[src/rtl/disk_track_writer.sv]
// rtl/disk_track_writer.sv - floppy track buffer writeback engine
//
// Streams a modified track from track RAM back to the mounted image through
// the hps_io sd_wr / sd_buff_din channel, one 512-byte sector per sd_ack pulse.
// Optional feature macro: TRACK_WR_PROTECT_EN (adds write_protect input).
//
// Ports:
//   clk_sys, reset_n        system clock, asynchronous active-low reset
//   track                   current head track from the disk controller
//   dirty_set               pulse: controller wrote a byte into track RAM
//   flush_req               pulse: write back now if dirty
//   img_mounted             hps_io mount strobe (drops pending dirty state)
//   img_size_nz             an image is present
//   write_protect           (optional) suppress writeback, discard dirty state
//   sd_ack, sd_buff_addr    hps_io sector handshake and byte address
//   track_ram_dout          track RAM read data (1-cycle latency)
//   sd_lba, sd_wr           sector LBA and write request to hps_io
//   sd_buff_din             byte to hps_io
//   track_ram_addr          track RAM read address
//   cpu_wait                CPU stall while a flush runs
//   wr_busy                 engine not idle
//   dirty                   buffered track differs from the image
module disk_track_writer #(
  parameter int SECTORS = 13,
  parameter int TRACK_W = 6,
  parameter int LBA_W   = 32
) (
  input  logic               clk_sys,
  input  logic               reset_n,
  input  logic [TRACK_W-1:0] track,
  input  logic               dirty_set,
  input  logic               flush_req,
  input  logic               img_mounted,
  input  logic               img_size_nz,
`ifdef TRACK_WR_PROTECT_EN
  input  logic               write_protect,
`endif
  input  logic               sd_ack,
  input  logic [8:0]         sd_buff_addr,
  input  logic [7:0]         track_ram_dout,
  output logic [LBA_W-1:0]   sd_lba,
  output logic               sd_wr,
  output logic [7:0]         sd_buff_din,
  output logic [12:0]        track_ram_addr,
  output logic               cpu_wait,
  output logic               wr_busy,
  output logic               dirty
);

  typedef enum logic [1:0] {IDLE, XFER, DONE} state_t;

  state_t             state;
  logic [TRACK_W-1:0] cur_track;   // track held in RAM; frozen for the whole flush
  logic [3:0]         sec_cnt;
  logic               old_ack;
  logic               redirty;     // dirty_set seen since the flush started
  logic               abort;       // image remounted mid-flush: stop after this sector
  logic               wp;
  logic               ack_rise;
  logic               ack_fall;
  logic               trigger;
  logic               last_sec;
  logic [LBA_W-1:0]   start_lba;

`ifdef TRACK_WR_PROTECT_EN
  assign wp = write_protect;
`else
  assign wp = 1'b0;
`endif

  assign ack_rise  = sd_ack & ~old_ack;
  assign ack_fall  = ~sd_ack & old_ack;
  assign trigger   = dirty & ((track != cur_track) | flush_req);
  assign last_sec  = (sec_cnt >= 4'(SECTORS - 1));
  assign start_lba = LBA_W'(cur_track) * LBA_W'(SECTORS);

  assign track_ram_addr = {sec_cnt, sd_buff_addr};
  assign sd_buff_din    = track_ram_dout;
  assign wr_busy        = (state != IDLE);

  always_ff @(posedge clk_sys or negedge reset_n) begin
    if (!reset_n) begin
      state     <= IDLE;
      sd_lba    <= '0;
      sd_wr     <= 1'b0;
      cpu_wait  <= 1'b0;
      dirty     <= 1'b0;
      sec_cnt   <= 4'd0;
      cur_track <= '0;
      old_ack   <= 1'b0;
      redirty   <= 1'b0;
      abort     <= 1'b0;
    end else begin
      old_ack <= sd_ack;
      case (state)
        IDLE: begin
          if (img_mounted) begin
            // New image: whatever was buffered no longer belongs to it.
            dirty     <= dirty_set;
            cur_track <= track;
          end else if (trigger && img_size_nz && !wp) begin
            sec_cnt  <= 4'd0;
            sd_lba   <= start_lba;
            sd_wr    <= 1'b1;
            cpu_wait <= 1'b1;
            redirty  <= dirty_set;
            abort    <= 1'b0;
            state    <= XFER;
          end else begin
            cur_track <= track;
            if (trigger)
              dirty <= dirty_set;   // nowhere to write: discard, keep a fresh write
            else if (dirty_set)
              dirty <= 1'b1;
          end
        end

        XFER: begin
          if (dirty_set) begin
            dirty   <= 1'b1;
            redirty <= 1'b1;
          end else if (img_mounted) begin
            dirty   <= 1'b0;
            redirty <= 1'b0;
          end
          if (img_mounted)
            abort <= 1'b1;

          // Held high except for the single cycle after each sector ends.
          cpu_wait <= 1'b1;

          if (ack_rise) begin
            if (last_sec || abort)
              sd_wr <= 1'b0;
            sd_lba <= sd_lba + 1'b1;
          end

          if (ack_fall) begin
            sec_cnt  <= sec_cnt + 4'd1;
            cpu_wait <= 1'b0;
            if (!sd_wr || abort || img_mounted) begin
              sd_wr <= 1'b0;
              state <= DONE;
            end
          end
        end

        DONE: begin
          dirty     <= dirty_set | (redirty & ~img_mounted);
          cpu_wait  <= 1'b0;
          sd_wr     <= 1'b0;
          cur_track <= track;
          state     <= IDLE;
        end

        default: state <= IDLE;
      endcase
    end
  end

endmodule

[config.mk]
export PLATFORM = sky130hd
export DESIGN_NAME = disk_track_writer
export DESIGN_NICKNAME = d
export VERILOG_FILES = /design/src/rtl/disk_track_writer.sv
export SDC_FILE = /design/constraint.sdc
export NUM_CORES = 1
export LEC_CHECK = 0
export ABC_CLOCK_PERIOD_IN_PS = 3400
export CORE_MARGIN = 2
export CORE_UTILIZATION = 52
export CTS_BUF_LIST = sky130_fd_sc_hd__clkbuf_4 sky130_fd_sc_hd__clkbuf_8
export DETAILED_ROUTE_END_ITERATION = 8
export PLACE_DENSITY = 0.83
export SETUP_SLACK_MARGIN = 0.1
export SYNTH_ARGS = -nofsm -noshare
export SYNTH_HDL_FRONTEND = slang
export SYNTH_SLANG_ARGS = --single-unit
export TNS_END_PERCENT = 5
[constraint.sdc]
create_clock -name clk_sys -period 3.4 [get_ports clk_sys]
set_input_delay 0.85 -clock clk_sys [delete_from_list [all_inputs] [get_ports clk_sys]]
set_output_delay 0.85 -clock clk_sys [all_outputs]
set_load 0.05 [all_outputs]
* Word-level counts from Yosys, hierarchy flattened
Cells that the tools add are included.
** Operators by class
- $add $sub $neg :: 2
- $mul :: 1
- Order comparisons :: 1
- Eq/ne operators :: 12
- Muxes and demuxes :: 39
- Bitwise operators :: 9
- Reduce and logical (&&, ||, !) cells :: 18
** Operator list (count)
- 32-bit two-way mux :: 3
- 32-bit case mux with 2 select lines :: 1
- 32-bit by 1-bit adder with 32-bit output (second input constant) :: 1
- 4-bit AND reduction :: 6
- 1-bit two-way mux :: 18
- 4-bit two-way mux :: 3
- 6-bit two-way mux :: 2
- 2-bit inequality test (second input constant) :: 6
- 6-bit case mux with 2 select lines :: 1
- 6-bit by 4-bit multiplier with 10-bit output (second input constant) :: 1
- 1-bit case mux with 3 select lines :: 3
- 2-bit two-way mux :: 4
- 4-bit case mux with 2 select lines :: 1
- 3-bit inequality test (second input constant) :: 2
- 6-bit inequality test :: 1
- 2-bit nonzero test :: 3
- 4-bit by 1-bit adder with 4-bit output (second input constant) :: 1
- 1-bit bitwise AND :: 4
- 4-bit greater-or-equal comparator (second input constant) :: 1
- 4-bit inequality test (second input constant) :: 1
- 1-bit case mux with 2 select lines :: 2
- 2-bit case mux with 2 select lines :: 1
- 1-bit logical OR :: 3
- 1-bit inverter :: 3
- other kinds (9) :: 10
** Storage, ports and cells
- Register bits after elaboration :: 50
- Input port bits :: 30
- Output and inout port bits :: 57
- Logic and storage cells :: 92

* Longest topological paths before layout
Gate-level depths: netlist of the first run.
- Word-level depth :: 7
- Mapped depth :: 10
- Gate-level depth less buffers :: 10

* Worst setup path after synthesis of the first run
No wires, ideal clock.
- Kind :: reg-to-reg
- Start point :: reg cur_track[1]
- End point :: reg sd_lba[9]
- Data arrival time :: 2.611 ns
- Data required time :: 3.259 ns
- Path slack :: 0.648 ns
- Stages on the path, launching flop included :: 9
- Period minus slack after synthesis :: 2.752 ns
- Path through :: dfrtp_1 > ha_1 > fa_1 > fa_1 > a21o_1 > a311o_1 > a21oi_1 > xor2_1 > a211oi_2
** On the way
- Word-level cells in the longest chain between the ends :: 6
- Elaborated cells between the ends (all ways) :: 10
- Those cells by class :: 1 x mul; 2 x eq/ne; 3 x mux; 2 x bitwise; 2 x reduce/logical
** RTL lines
- from (decl) :: RTL line 53 : logic [TRACK_W-1:0] cur_track;
- from (signal assigned) :: RTL line 100 : cur_track <= track;
- from (signal assigned) :: RTL line 110 : cur_track <= track;
- from (signal assigned) :: RTL line 152 : cur_track <= track;
- branches (longest 6 deep; another with 6-bit by 4-bit multiplier with 10-bit output)
- to (signal assigned) :: RTL line 103 : sd_lba <= start_lba;
- to (signal assigned) :: RTL line 135 : sd_lba <= sd_lba + 1'b1;
- to (decl) :: RTL line 41 : output logic [LBA_W-1:0] sd_lba,
Parallel ways; which one is timed is not known. The select of a mux whose other input is x is not followed.
A chain may end at the register's enable or synchronous reset.

* Worst setup path after layout of the first run
Same ends and word-level chain as after synthesis.

==> impl_results.md, run 1 <==
- Final Cycle Share: 0.873
- Max Buffers Root-to-Sink: 2
- Remaining DRCs: 0
- Post-synthesis compound-gate area fraction: 0.214
- Max_cap viols: 0
- Adder-cell share of the synthesized area: 0.0948
- Share of cells above drive strength 1: 0.0890
- Peak Freq: 337 MHz
- Post-synthesis cell type count: 62
- 1st-pass router iterations: 6
- Reg clk slew, reported paths: 100 ps
- Critical Path AT: 3150 ps
- LEAKAGE: 1.71 nW
- Post-layout util: 0.629
- Clk_lat worst skew: 310 ps
- Sequential-to-total area share from yosys stat: 0.341
- HP Class: register to register
- DIE HEIGHT: 88.0 µm
- CTS HTree Levels: 2
- Post_cts resized: 0
- Routability cong.: 0.839
- Worst slew margin: 0.524
- Top-area cell type share of the netlist area: 0.341
- Root Driver: clkbuf_8
- Post-synthesis mux area share: 0.0443
- Initial antenna violation count: 0
- Async SR Flop Fraction: 1.00
- Met2 usage: 0.405
- Flops & latches, synth: 50
- Worst hold slack: 531 ps
- Core Area: 6790 µm²
- Final Hold Viols: 0
- Synthesis-to-finish area growth: 16.4%
- Clock Skew: 11.8 ps
- Mapped Nets: 447
- Layout Cells excl Fill: 523
- Routed Antenna Nets: 0
- Placement Rows: 30
- Dpl cells: 515
- Initial DRC count: 259
- Main combinational cell family by area after synthesis: compound AO/OA/AOI/OAI gates
- Synthesized area per cell: 9.39 µm²
- Worst vdd ir: 920 µV
- WP data required: 3580 ps
- Port buffer count: 52
- CTS tree: built
- Post-Syn Instances: 391
- Hold buffers post-CTS: 0
- Crit-path max FO: 5
- I/O Pins: 87
- Top cells by area, synth: dfrtp_1 (34%), ha_1 (7.8%), buf_4 (3.9%)
- Outcome: complete, no violations
- Synth Warn #: 0
- Post-Synth Simple-Gate Area: 0.201
- Post-synth EDFFs: 0
- DP HPWL: 6360 µm
- Setup_tns: 0 ps
- Synth Area in XOR/XNOR: 0.0263
- Met1 Resource Use GR: 0.300
- Final setup viols: 0
- Starting Density: 0.540
- Fin. max-slew vios: 0
- Total track usage: 0.236
- Vias in the first global route: 3176
- Pwr/cell area: 959 nW/µm²
- DR vias/cell: 6.24
- Largest net degree at the start of global routing: 51
- Postcts setup bufs: 0
- WL final: 8860 µm
- Antenna diode count: 0
- Grt total ovfl: 0
- First-pass GRT wire length: 14500 µm
- GRT met3 Usage: 0.0349
- Post-synthesis cell area: 3670 µm²
- Crit end category: register
- Via Count: 3262
- RSZ-0062 raised after global routing: no
- Final #Nets: 482
- Cell taking the most area after synthesis: dfrtp_1
- GR peak layer: met2
- Critical path class: register to register
- Num Clock Sinks: 50
- Die X: 88.0 µm
- Dominant synthesized flop cell: dfrtp_1
- Clock buffer count from CTS: 5
- Die area: 7740 µm²
- Crit start category: register
- Routed WL per cell: 16.9 µm
- Period minus WS final: 2970 ps
- Actual slew at the worst max-slew pin: 712 ps
-- path summary, 6_finish.rpt --
| path | from | to | slack (ps) | depth (start not counted) |
|---|---|---|---|---|
| min in group asynchronous | reset_n | sd_lba[28] | 640 | 2 |
| min reg2reg | sd_wr | sd_wr | 530 | 2 |
| min | sd_wr | sd_wr | 530 | 2 |
| max | cur_track[1] | sd_lba[9] | 430 | 8 |
| max reg2reg | cur_track[1] | sd_lba[9] | 430 | 8 |
| max in group asynchronous | reset_n | cur_track[1] | 2320 | 2 |
-- critical path, stage by stage (launching register included) --
cell      delay [ps]
dfrtp_1          450
ha_1             340
fa_1             520
fa_1             480
a21o_1           180
a311o_1          340
a21oi_1          180
xor2_1           260
a211oi_2         110
-- registers in the layout, indices dropped and copies added, names as in the netlist --
register	count
sd_lba	32
cur_track	6
sec_cnt	4
state	2
abort	1
cpu_wait	1
dirty	1
old_ack	1
redirty	1
sd_wr	1
-- cells in the final DEF, fill, tap and decap left out, types with 3 or more instances in the layout --
master	netlist	layout
inv_1	16	16
and2_1	3	3
and3_1	7	7
nor3_1	6	6
o31ai_1	19	19
a211oi_1	5	5
nand2b_1	13	13
and4_1	3	3
xnor2_1	5	5
fa_1	3	3
a21oi_1	28	28
o311ai_0	4	4
dfrtp_1	50	50
nor2b_1	4	4
nor2_1	15	15
xor2_1	6	6
nand2_1	19	19
o211ai_1	3	3
o21ai_0	19	19
or3_1	7	7
mux2_2	10	10
clkdlybuf4s50_1	0	51
or4_1	10	10
buf_4	19	8
nand3_1	14	14
mux2i_1	5	5
o21a_1	4	4
ha_1	23	23
clkbuf_8	0	5
nand4_1	17	17
-- per-layer routing --
layer | part of all wire | up-vias
li1 | - | 1532
met1 | 0.43 | 1590
met2 | 0.50 | 126
met3 | 0.052 | 14
met4 | 0.015 | 0
met5 | 0 | -
-- cell usage after synthesis, types with 4 or more instances --
| master | count |
|---|---|
| dfrtp_1 | 50 |
| a21oi_1 | 28 |
| ha_1 | 23 |
| buf_4 | 19 |
| nand2_1 | 19 |
| o21ai_0 | 19 |
| o31ai_1 | 19 |
| nand4_1 | 17 |
| inv_1 | 16 |
| nor2_1 | 15 |
| nand3_1 | 14 |
| nand2b_1 | 13 |
| mux2_2 | 10 |
| or4_1 | 10 |
| and3_1 | 7 |
| clkbuf_1 | 7 |
| or3_1 | 7 |
| nor3_1 | 6 |
| xor2_1 | 6 |
| a211oi_1 | 5 |
| mux2i_1 | 5 |
| xnor2_1 | 5 |
| buf_6 | 4 |
| nor2b_1 | 4 |
| o21a_1 | 4 |
| o311ai_0 | 4 |
-- report_power, final --
part           internal (W)  leakage [nW]  switching, W
Combinational       0.00111          1.02       0.00157
Clock              0.000228        0.0548      0.000209
Sequential         0.000749         0.636      0.000231
Total               0.00209          1.71       0.00201
-- area by class of cell --
type	count	area [µm²]
tap	96	120
multi-input combinational	292	2130
timing repair buffer	61	596
inverter	16	60.1
clock inverter	2	37.5
fill	580	2520
sequential	50	1250
clock buffer	6	76.3
-- metrics by stage --
step / total power, W / cell area, µm² / setup WS [ps]
floorplan: 0.00304 / 3670 / 648
CTS: 0.00411 / 4270 / 380
global route: 0.00443 / 4270 / 231
finish: 0.00410 / 4270 / 430
global placement: 0.00355 / 4160 / 232
detailed placement: 0.00366 / 4160 / 181
-- logic make-up (layout without fill, tap and decap cells) --
group	after synthesis	count (layout)
XOR/XNOR	11	11
buffers and inverters	49	85
flip-flops	50	50
adder cells (fa/ha/maj)	26	26
AO/OA/AOI/OAI	111	111
AND/OR/NAND/NOR	129	129
multiplexers	15	15
Power figures use the tool's default switching activity.
==> run 2: changes to the inputs <==
Settings changed: ABC_CLOCK_PERIOD_IN_PS 3400 to not set.
==> results of run 2 <==
Same layout as run 1: the final DEF is identical, and so are final timing and power.
==> run 3: changes to the inputs <==
Settings changed: CORE_UTILIZATION 52 to 30, PLACE_DENSITY 0.83 to not set, TNS_END_PERCENT 5 to 50.
==> run 3 against run 2 <==
Routed wire length grew 7.8%. Flip-flop and latch count unchanged. Register-to-register slack got worse by 60 ps. Critical path type unchanged.
==> impl_results.md, run 3 (synthesis gave the netlist of run 1 again) <==
- Outcome: complete, no violations
- Largest net degree at the start of global routing: 47 (-7.8%)
- Routed Antenna Nets: 0 (unchanged)
- Clk_lat worst skew: 300 ps (about the same)
- Port buffer count: 52 (unchanged)
- Final Cycle Share: 0.892 (+0.0186)
- I/O Pins: 87 (unchanged)
- Largest register FFs: 32 (unchanged)
- Clock Skew: 16.8 ps (+5.06 ps)
- Routed WL per cell: 16.6 µm (-2.3%)
- Via Count: 3215 (-1.4%)
- HP Class: register to register
- Die area: 13100 µm² (+70%)
- 1st-pass router iterations: 5 (-1)
- Postcts setup bufs: 0 (unchanged)
- Share of cells above drive strength 1: 0.0953 (+0.00636)
- CTS tree: built
- Routability cong.: 0.879 (+4.8%)
- Power consumption: 0.00405 W (-1.1%)
- Max_cap viols: 0 (unchanged)
- Most common cell after layout, fill and taps aside: clkdlybuf4s50_1
- Critical path class: register to register
- Crit end category: register
- Most frequent cells in the layout: clkdlybuf4s50_1 (51), dfrtp_1 (50), a21oi_1 (28)
- Die X: 115 µm (+30%)
- CTS HTree Levels: 2 (unchanged)
- WL final: 9550 µm (+7.8%)
- Actual slew at the worst max-slew pin: 917 ps (+205 ps)
- Max Buffers Root-to-Sink: 2 (unchanged)
- Final #Nets: 486 (+0.83%)
- Antenna diode count: 0 (unchanged)
- Post_cts resized: 0 (unchanged)
- Layout Cells excl Fill: 577 (+10%)
- WP data required: 3590 ps (about the same)
- Top reg by flops: sd_lba
- Remaining DRCs: 0 (unchanged)
- Worst vdd ir: 587 µV (-36%)
- Dpl cells: 570 (+11%)
- Crit start category: register
- Root Driver: clkbuf_8
- Crit-path max FO: 5 (unchanged)
- Initial DRC count: 181 (-30%)
- Final setup viols: 0 (unchanged)
- Clock buffer count from CTS: 5 (unchanged)
- Initial antenna violation count: 0 (unchanged)
- Fin. max-slew vios: 0 (unchanged)
- First-pass GRT wire length: 16000 µm (+10%)
- Peak Freq: 330 MHz (-2.1%)
- Grt total ovfl: 0 (unchanged)
- DIE HEIGHT: 115 µm (+30%)
- Starting Density: 0.307 (-0.233)
- Period minus WS final: 3030 ps (+63.1 ps)
- Reg clk slew, reported paths: 100 ps (about the same)
- LEAKAGE: 1.72 nW (+0.28%)
- Worst slew margin: 0.389 (-0.135)
- Critical Path AT: 3220 ps (+70 ps)
- Final Hold Viols: 0 (unchanged)
- Placement Rows: 40 (+33%)
- DP HPWL: 7200 µm (+13%)
- Largest regs: sd_lba: 32 flops, cur_track: 6 flops, sec_cnt: 4 flops
- RSZ-0062 raised after global routing: no
- Total track usage: 0.150 (-0.0861)
- Synthesis-to-finish area growth: 18.1%
- Setup_tns: 0 ps (unchanged)
- Pwr/cell area: 935 nW/µm² (-2.6%)
- Hold buffers post-CTS: 0 (unchanged)
- Core Area: 12000 µm² (+76%)
- Filler Cell Count: 1241 (+110%)
- Num Clock Sinks: 50 (unchanged)
- DR vias/cell: 5.57 (-11%)
- Vias in the first global route: 3152 (-0.76%)
## run 3: changes by cell type in the layout (fill, tap and decap cells not counted)
cell       previous run  this run
buf_4                 8        12
bufinv_16             1         0
## run 3: final cells by class
type                            instances  area, µm²  area share
Sequential cell                        50       1250       0.289
Timing Repair Buffer                   65        626       0.144
Multi-Input combinational cell        292       2130       0.491
Clock inverter                          1       7.51     0.00173
Tap cell                              147        184      0.0424
Clock buffer                            6       76.3      0.0176
Inverter                               16       60.1      0.0139
## run 3: critical path: stages, from the launching register on
cell and delay (ps):
dfrtp_1 460, ha_1 340, fa_1 520, fa_1 470, a21o_1 190, a311o_1 360, a21oi_1 170, xor2_1 300
a211oi_2 120
## run 3: where the power goes
group / switching [W] / internal [W]
Clock: 0.000208 / 0.000150
Combinational: 0.00159 / 0.00112
Sequential: 0.000240 / 0.000749
## run 3: path summary, 6_finish.rpt
check | from | end | slack (ps) | depth (start not counted)
setup / recovery | cur_track[1] | sd_lba[9] | 370 | 8
hold / removal | cpu_wait | cpu_wait | 520 | 1
setup reg to reg | cur_track[1] | sd_lba[9] | 370 | 8
hold reg to reg | cpu_wait | cpu_wait | 520 | 1
max in group asynchronous | reset_n | sd_lba[0] | 2050 | 2
min in group asynchronous | reset_n | sd_lba[26] | 670 | 1
## run 3: routing by layer
metal / vias up / routed length (µm) / track usage
li1: 1547 / - / -
met1: 1567 / 4300 / 0.202
met2: 87 / 4630 / 0.250
met3: 14 / 463 / 0.0249
met4: 0 / 156 / 0.0398
met5: - / 0 / 0
## run 3: metrics by stage
step                hold WS, ps  area (µm²)  utilization  worst slack [ps]
floorplan                   503        3670            -               648
global placement            500        4250        0.355               224
detailed placement          503        4250        0.355               139
CTS                         532        4340        0.362               356
global route                576        4340        0.362               214
finish                      523        4340        0.362               367
